$ cat config.mk
export PLATFORM = sky130hd
export DESIGN_NAME = mem_request_queue_flat
export DESIGN_NICKNAME = d
export VERILOG_FILES = /design/src/rtl/global_defs.sv /design/src/rtl/mem_request_queue_if.sv /design/src/rtl/queue_storage.sv /design/src/rtl/mem_request_queue.sv /design/src/flat_wrapper.sv
export SDC_FILE = /design/constraint.sdc
export NUM_CORES = 2
export LEC_CHECK = 0
export CAP_MARGIN = 20
export CELL_PAD_IN_SITES_DETAIL_PLACEMENT = 0
export CELL_PAD_IN_SITES_GLOBAL_PLACEMENT = 1
export CORE_ASPECT_RATIO = 0.75
export CORE_MARGIN = 2
export CORE_UTILIZATION = 53
export DETAILED_ROUTE_END_ITERATION = 8
export PLACE_DENSITY = 0.88
export SLEW_MARGIN = 20
export SYNTH_ARGS = -nofsm -noshare
export SYNTH_HDL_FRONTEND = slang
export SYNTH_SLANG_ARGS = --single-unit
$ cat constraint.sdc
create_clock -name clk -period 6.7 [get_ports clk]
set_clock_uncertainty 0.2 [all_clocks]
set_input_delay 1.34 -clock clk [delete_from_list [all_inputs] [get_ports clk]]
set_output_delay 1.34 -clock clk [all_outputs]
set_load 0.02 [all_outputs]
$ cat src/rtl/global_defs.sv
// Project-wide types and constants shared by the trace parser and the memory request queue.
package global_defs;

  localparam int unsigned ADDRESS_WIDTH = 32;
  localparam int unsigned QUEUE_DEPTH   = 16;
  localparam int unsigned STAMP_WIDTH   = 32;

  // 3-bit encoding leaves room for future opcodes; only NOP/READ/WRITE/IFETCH are legal today.
  typedef enum logic [2:0] {
    OpNop    = 3'd0,
    OpRead   = 3'd1,
    OpWrite  = 3'd2,
    OpIfetch = 3'd3
  } parsed_op_t;

  typedef struct packed {
    parsed_op_t                 op;
    logic [ADDRESS_WIDTH-1:0]   addr;
    logic [STAMP_WIDTH-1:0]     stamp;
  } queue_entry_t;

  function automatic logic is_legal_op(parsed_op_t op);
    return (op == OpRead) || (op == OpWrite) || (op == OpIfetch);
  endfunction

endpackage

$ cat src/rtl/mem_request_queue_if.sv
// Parser-facing push side and scheduler-facing head/pop side of the memory request queue.
interface mem_request_queue_if #(
  parameter int unsigned DEPTH       = global_defs::QUEUE_DEPTH,
  parameter int unsigned STAMP_WIDTH = global_defs::STAMP_WIDTH
);
  import global_defs::*;

  logic                     op_ready_s;
  parsed_op_t               opcode;
  logic [ADDRESS_WIDTH-1:0] address;

  logic                     head_valid;
  parsed_op_t               head_opcode;
  logic [ADDRESS_WIDTH-1:0] head_address;
  logic [STAMP_WIDTH-1:0]   head_age;
  logic                     pop;

  logic [$clog2(DEPTH):0]   occupancy;
  logic                     full;
  logic                     empty;
  logic                     overflow_err;

  modport slave (
    input  op_ready_s, opcode, address, pop,
    output head_valid, head_opcode, head_address, head_age,
    output occupancy, full, empty, overflow_err
  );

  modport master (
    output op_ready_s, opcode, address, pop,
    input  head_valid, head_opcode, head_address, head_age,
    input  occupancy, full, empty, overflow_err
  );

endinterface

$ cat src/rtl/queue_storage.sv
// Entry register array: one synchronous write port, one asynchronous read port.
module queue_storage
  import global_defs::*;
#(
  parameter int unsigned DEPTH = QUEUE_DEPTH
) (
  input  logic                     clk,
  input  logic                     rst_n,
  input  logic                     we,
  input  logic [$clog2(DEPTH)-1:0] waddr,
  input  queue_entry_t             wdata,
  input  logic [$clog2(DEPTH)-1:0] raddr,
  output queue_entry_t             rdata
);

  queue_entry_t mem_q [DEPTH];

  always_ff @(posedge clk or negedge rst_n) begin
    if (!rst_n) begin
      for (int i = 0; i < int'(DEPTH); i++) begin
        mem_q[i] <= '0;
      end
    end else if (we) begin
      mem_q[waddr] <= wdata;
    end
  end

  assign rdata = mem_q[raddr];

endmodule

$ cat src/rtl/mem_request_queue.sv
// In-order request queue between the trace parser and the DRAM command scheduler.
// Entries carry their arrival cycle so the scheduler can see how long the head has waited.
module mem_request_queue #(
  parameter int unsigned DEPTH       = global_defs::QUEUE_DEPTH,
  parameter int unsigned STAMP_WIDTH = global_defs::STAMP_WIDTH
) (
  input  logic                  clk,
  input  logic                  rst_n,
  mem_request_queue_if.slave    bus
);
  import global_defs::*;

  localparam int unsigned PtrW = $clog2(DEPTH);
  localparam int unsigned CntW = PtrW + 1;

  logic [PtrW-1:0]        wr_ptr_q, wr_ptr_d;
  logic [PtrW-1:0]        rd_ptr_q, rd_ptr_d;
  logic [CntW-1:0]        count_q, count_d;
  logic [STAMP_WIDTH-1:0] cycle_q;
  logic                   overflow_q, overflow_d;

  logic                   push_req;
  logic                   do_push;
  logic                   do_pop;
  logic                   drop;
  logic                   is_full;
  logic                   is_empty;
  queue_entry_t           wr_entry;
  queue_entry_t           rd_entry;

  // Pop is resolved first so a full queue can still take a push in the same cycle.
  always_comb begin
    push_req   = bus.op_ready_s && (bus.opcode != OpNop);
    is_full    = (count_q == CntW'(DEPTH));
    is_empty   = (count_q == '0);
    do_pop     = bus.pop && !is_empty;
    do_push    = push_req && (!is_full || do_pop);
    drop       = push_req && !do_push;

    wr_ptr_d   = do_push ? wr_ptr_q + PtrW'(1) : wr_ptr_q;
    rd_ptr_d   = do_pop  ? rd_ptr_q + PtrW'(1) : rd_ptr_q;
    overflow_d = overflow_q || drop;

    count_d = count_q;
    case ({do_push, do_pop})
      2'b10:   count_d = count_q + CntW'(1);
      2'b01:   count_d = count_q - CntW'(1);
      default: count_d = count_q;
    endcase

    wr_entry       = '0;
    wr_entry.op    = bus.opcode;
    wr_entry.addr  = bus.address;
    wr_entry.stamp = cycle_q;
  end

  always_ff @(posedge clk or negedge rst_n) begin
    if (!rst_n) begin
      wr_ptr_q   <= '0;
      rd_ptr_q   <= '0;
      count_q    <= '0;
      cycle_q    <= '0;
      overflow_q <= 1'b0;
    end else begin
      wr_ptr_q   <= wr_ptr_d;
      rd_ptr_q   <= rd_ptr_d;
      count_q    <= count_d;
      cycle_q    <= cycle_q + STAMP_WIDTH'(1);
      overflow_q <= overflow_d;
    end
  end

  queue_storage #(
    .DEPTH (DEPTH)
  ) u_storage (
    .clk   (clk),
    .rst_n (rst_n),
    .we    (do_push),
    .waddr (wr_ptr_q),
    .wdata (wr_entry),
    .raddr (rd_ptr_q),
    .rdata (rd_entry)
  );

  // Stale storage is masked so an empty queue always presents a clean NOP head.
  always_comb begin
    bus.head_valid   = !is_empty;
    bus.head_opcode  = is_empty ? OpNop : rd_entry.op;
    bus.head_address = is_empty ? '0 : rd_entry.addr;
    bus.head_age     = is_empty ? '0 : (cycle_q - rd_entry.stamp);
    bus.occupancy    = count_q;
    bus.full         = is_full;
    bus.empty        = is_empty;
    bus.overflow_err = overflow_q;
  end

  always @(posedge clk) begin
    if (rst_n) begin
      if (push_req) begin
        assert (is_legal_op(bus.opcode))
          else $error("mem_request_queue: push of illegal opcode %0d", bus.opcode);
      end
      if (drop && !overflow_q) begin
        $warning("mem_request_queue: queue full, request dropped (overflow_err set)");
      end
    end
  end

endmodule

$ cat src/flat_wrapper.sv
// flat-port wrapper written by rule: the top's interface ports become plain ports
module mem_request_queue_flat import global_defs::*;
#(
  parameter int unsigned DEPTH       = global_defs::QUEUE_DEPTH,
  parameter int unsigned STAMP_WIDTH = global_defs::STAMP_WIDTH
)
  (clk, rst_n, bus_op_ready_s, bus_opcode, bus_address, bus_pop, bus_head_valid, bus_head_opcode, bus_head_address, bus_head_age, bus_occupancy, bus_full, bus_empty, bus_overflow_err);
  mem_request_queue_if #(.DEPTH(DEPTH), .STAMP_WIDTH(STAMP_WIDTH)) bus_i ();
  input  logic clk;
  input  logic rst_n;
  input wire logic [$bits(bus_i.op_ready_s)-1:0] bus_op_ready_s;
  input wire logic [$bits(bus_i.opcode)-1:0] bus_opcode;
  input wire logic [$bits(bus_i.address)-1:0] bus_address;
  input wire logic [$bits(bus_i.pop)-1:0] bus_pop;
  output wire logic [$bits(bus_i.head_valid)-1:0] bus_head_valid;
  output wire logic [$bits(bus_i.head_opcode)-1:0] bus_head_opcode;
  output wire logic [$bits(bus_i.head_address)-1:0] bus_head_address;
  output wire logic [$bits(bus_i.head_age)-1:0] bus_head_age;
  output wire logic [$bits(bus_i.occupancy)-1:0] bus_occupancy;
  output wire logic [$bits(bus_i.full)-1:0] bus_full;
  output wire logic [$bits(bus_i.empty)-1:0] bus_empty;
  output wire logic [$bits(bus_i.overflow_err)-1:0] bus_overflow_err;
  assign bus_i.op_ready_s = bus_op_ready_s;
  assign bus_i.opcode = bus_opcode;
  assign bus_i.address = bus_address;
  assign bus_i.pop = bus_pop;
  assign bus_head_valid = bus_i.head_valid;
  assign bus_head_opcode = bus_i.head_opcode;
  assign bus_head_address = bus_i.head_address;
  assign bus_head_age = bus_i.head_age;
  assign bus_occupancy = bus_i.occupancy;
  assign bus_full = bus_i.full;
  assign bus_empty = bus_i.empty;
  assign bus_overflow_err = bus_i.overflow_err;
  mem_request_queue #(.DEPTH(DEPTH), .STAMP_WIDTH(STAMP_WIDTH)) u_core (.clk(clk), .rst_n(rst_n), .bus(bus_i));
endmodule
==> impl_metrics.xml <==
<?xml version="1.0" encoding="UTF-8"?>
<metrics>
  <group name="die">
    <metric name="std_cell_rows" unit="">99</metric>
    <metric name="boundaryPins" unit="">115</metric>
    <metric name="initial_core_util" unit="%">53.6</metric>
    <metric name="dieArea" unit="um2">101000</metric>
    <metric name="fp.coreArea" unit="um2">97500</metric>
    <metric name="die_w" unit="um">366</metric>
    <metric name="die_h" unit="um">276</metric>
  </group>
  <group name="worst_setup_path">
    <metric name="worst-setup-path-type" unit="">reg -&gt; out</metric>
    <metric name="critical_path_required" unit="ps">5160</metric>
    <metric name="critical_path_peak_fanout" unit="">20</metric>
    <metric name="worst_setup_path_end_kind" unit="">primary output</metric>
    <metric name="worstPathArrival" unit="ps">4970</metric>
    <metric name="critPathLaunchType" unit="">register</metric>
  </group>
  <group name="global_route">
    <metric name="via_count_of_the_first_global_routing_pass" unit="">31100</metric>
    <metric name="wire_length_of_the_first_global_routing_pass" unit="mm">194</metric>
    <metric name="maximum_number_of_pins_on_one_net_before_global_route_repair" unit="">165</metric>
    <metric name="groute.usage.overall" unit="%">25.1</metric>
    <metric name="globalRoute.totalOverflow" unit="">0</metric>
    <metric name="grt_antenna_before_repair" unit="">5</metric>
  </group>
  <group name="cts">
    <metric name="cts_hold_buffers" unit="">0</metric>
    <metric name="cts-root-to-sink-buffers" unit="">3</metric>
    <metric name="root_buffer" unit="">clkbuf_16</metric>
    <metric name="cts_tree" unit="">built</metric>
    <metric name="ctsHtreeMaxLevel" unit="">3</metric>
    <metric name="cts.sink_count" unit="">1118</metric>
    <metric name="clkLatencyLatePin" unit="ps">710</metric>
    <metric name="cts_buffers" unit="">107</metric>
    <metric name="clkSlewWorstSetupHoldPaths" unit="ps">70</metric>
  </group>
  <group name="sta">
    <metric name="max_slew_margin" unit="%">32.7</metric>
    <metric name="setup_viol" unit="">0</metric>
    <metric name="setup-tns-final" unit="ps">0</metric>
    <metric name="grt_setup_unrepaired" unit="">yes</metric>
    <metric name="final_min_period_over_clock_period" unit="%">97.1</metric>
    <metric name="final-max-slew-violation-count" unit="">0</metric>
    <metric name="period_needed" unit="ps">6510</metric>
    <metric name="worstMarginPinSlew" unit="ps">1000</metric>
    <metric name="achievable-frequency" unit="GHz">0.154</metric>
    <metric name="layout_setup_ws" unit="ps">193</metric>
    <metric name="hold_viol" unit="">0</metric>
  </group>
  <group name="finish">
    <metric name="layout_common_cells" unit="">dfrtp_1, mux2_2, mux2_1, mux4_2, clkbuf_16</metric>
    <metric name="final_common_cell" unit="">dfrtp_1</metric>
    <metric name="area_growth" unit="%">12.1</metric>
    <metric name="fillCellCount" unit="">7198</metric>
    <metric name="layout-drive-gt1-share" unit="%">36.3</metric>
    <metric name="design.final.nets" unit="">3468</metric>
  </group>
  <group name="drt">
    <metric name="remaining_drc_errors" unit="">0</metric>
    <metric name="route.final.wire_length" unit="mm">124</metric>
    <metric name="antenna_violating_nets_post_route" unit="">0</metric>
    <metric name="num_vias" unit="">29400</metric>
    <metric name="first_pass_iters" unit="">5</metric>
    <metric name="wl_per_cell" unit="um">25.9</metric>
    <metric name="dr.first_iter.drc_count" unit="">2487</metric>
    <metric name="post_drt_via_cell_ratio" unit="">6.16</metric>
  </group>
  <group name="yosys">
    <metric name="synth_cell_type_count" unit="">57</metric>
    <metric name="async_set_or_reset_register_ratio_after_synthesis" unit="%">100</metric>
    <metric name="synthFlopType" unit="">dfrtp_1</metric>
    <metric name="synthesis.area" unit="um2">52200</metric>
    <metric name="synth_seq_area_share" unit="%">53.6</metric>
    <metric name="post_synth.cell_area_avg" unit="um2">15.4</metric>
    <metric name="flip_flop_and_latch_count_after_synthesis" unit="">1118</metric>
    <metric name="yosys_warnings" unit="">0</metric>
    <metric name="syn-instance-count" unit="">3381</metric>
    <metric name="syn-num-nets" unit="">3472</metric>
    <metric name="synth_edf_count" unit="">0</metric>
  </group>
  <group name="job">
    <metric name="max_cap_viol_count" unit="">0</metric>
  </group>
  <group name="hold_path">
    <metric name="worst_hold_path_type" unit="">reg -&gt; reg</metric>
  </group>
  <group name="place">
    <metric name="place.detailed.hpwl" unit="mm">68.8</metric>
    <metric name="preCtsSetupSlack" unit="ps">304</metric>
    <metric name="numPortBuffers" unit="">114</metric>
    <metric name="gp_congestion" unit="">0.893</metric>
  </group>
  <group name="power_and_ir_drop">
    <metric name="power.leakage" unit="nW">26.9</metric>
    <metric name="peakVddDrop" unit="uV">373</metric>
    <metric name="power.density" unit="nW/um2">465</metric>
  </group>
  <group name="outcome">
    <metric name="status" unit="">finished, final reports clean</metric>
  </group>
</metrics>
## per-layer routing
metal  GRT usage, %  vias to the layer above  part of all wire, %
li1               -                    12500                    -
met1           35.5                    16000                   44
met2           40.6                      752                   48
met3           4.83                      205                  5.3
met4           6.41                        4                  2.4
met5              0                        -                0.019
## critical path, stage by stage (launching register included)
cell and delay, ps:
dfrtp_4 440, buf_12 140, buf_4 160, buf_12 210, mux4_2 520, mux4_2 500
inv_1 70, ha_1 290, a21o_1 190, a211oi_1 340, nand2b_1 160, o21ai_2 220
o21bai_1 130, xnor2_1 170, nor2_1 100, clkdlybuf4s50_1 640
## cell families (layout without fill, tap and decap cells)
| group | Yosys count | count (layout) | synth area share [%] |
|---|---|---|---|
| flops | 1118 | 1118 | 53.6 |
| fa+ha+maj | 52 | 52 | 1.27 |
| simple gates | 279 | 279 | 2.70 |
| buf+inv | 345 | 426 | 3.08 |
| compound gates | 173 | 173 | 2.01 |
| xor+xnor | 68 | 68 | 1.14 |
| mux | 1346 | 1346 | 36.2 |
| other cells | 0 | 3 | 0 |
## final cells by class
class,instances,area [um2],area share (%)
clock inverter,43,689,1.18
sequential,1118,28000,47.8
inverter,44,165,0.282
clock buffer,151,3120,5.34
tap,1313,1640,2.81
multi-input combinational,1918,22800,39.0
antenna,3,7.51,0.0128
timing repair buffer,188,2120,3.62
## cell usage after synthesis (all sizes together) (16+ instances only)
cell,n,area (um2)
dfrtp,1118,28000
mux2,1010,11400
mux4,334,7520
buf,169,946
clkbuf,132,495
nand2,106,398
o21ai,93,465
ha,50,626
nor2,48,180
xnor2,46,403
inv,43,161
and2,41,257
a21oi,36,180
nand3,29,205
xor2,22,193
nand4,16,113
## power by group
group | total, W | switching, W | internal, W
Combinational | 0.0110 | 0.00522 | 0.00579
Sequential | 0.00975 | 0.00105 | 0.00870
Clock | 0.00648 | 0.00268 | 0.00380
## path summary, 6_finish.rpt
kind                                                             to  cells after the start                                     from  slack [ps]
max in group asynchronous   u_core.u_storage.mem_q[642]$_DFFE_PN0P_                      2                                    rst_n        4360
hold / removal              u_core.u_storage.mem_q[563]$_DFFE_PN0P_                      2  u_core.u_storage.mem_q[563]$_DFFE_PN0P_         280
setup / recovery                                   bus_head_age[19]                     15           u_core.rd_ptr_q[0]$_DFFE_PN0P_         190
hold reg to reg             u_core.u_storage.mem_q[563]$_DFFE_PN0P_                      2  u_core.u_storage.mem_q[563]$_DFFE_PN0P_         280
setup reg to reg                u_core.bus.occupancy[4]$_DFFE_PN0P_                     11      u_core.bus.occupancy[0]$_DFFE_PN0P_        2900
min in group asynchronous  u_core.u_storage.mem_q[1063]$_DFFE_PN0P_                      1                                    rst_n         510
## sequential cells by signal, indices dropped and copies added (netlist names)
signal and cells:
u_core.bus.occupancy 5, u_core.bus.overflow_err 1, u_core.cycle_q 32, u_core.rd_ptr_q 4, u_core.u_storage.mem_q 1072, u_core.wr_ptr_q 4
## timing repair
action	in CTS	in global routing
buffers inserted	4	0
cloned	1	0
pin swaps	1	0
endpoints found under the setup margin	15	11
endpoints found under the hold margin	0	0
resized for setup	12	14
## through the flow
step	area, um2	power, W	hold WS [ps]	cells	utilization [%]
finish	58500	0.0272	279	4778	60.0
global route	58500	0.0286	296	4777	60.0
CTS	58500	0.0275	280	4775	60.0
detailed placement	54600	0.0208	265	4576	56.0
global placement	54600	0.0206	252	4576	56.0
floorplan	52200	0.0170	245	3381	-
Note: power is estimated with default switching activity, not from simulation.
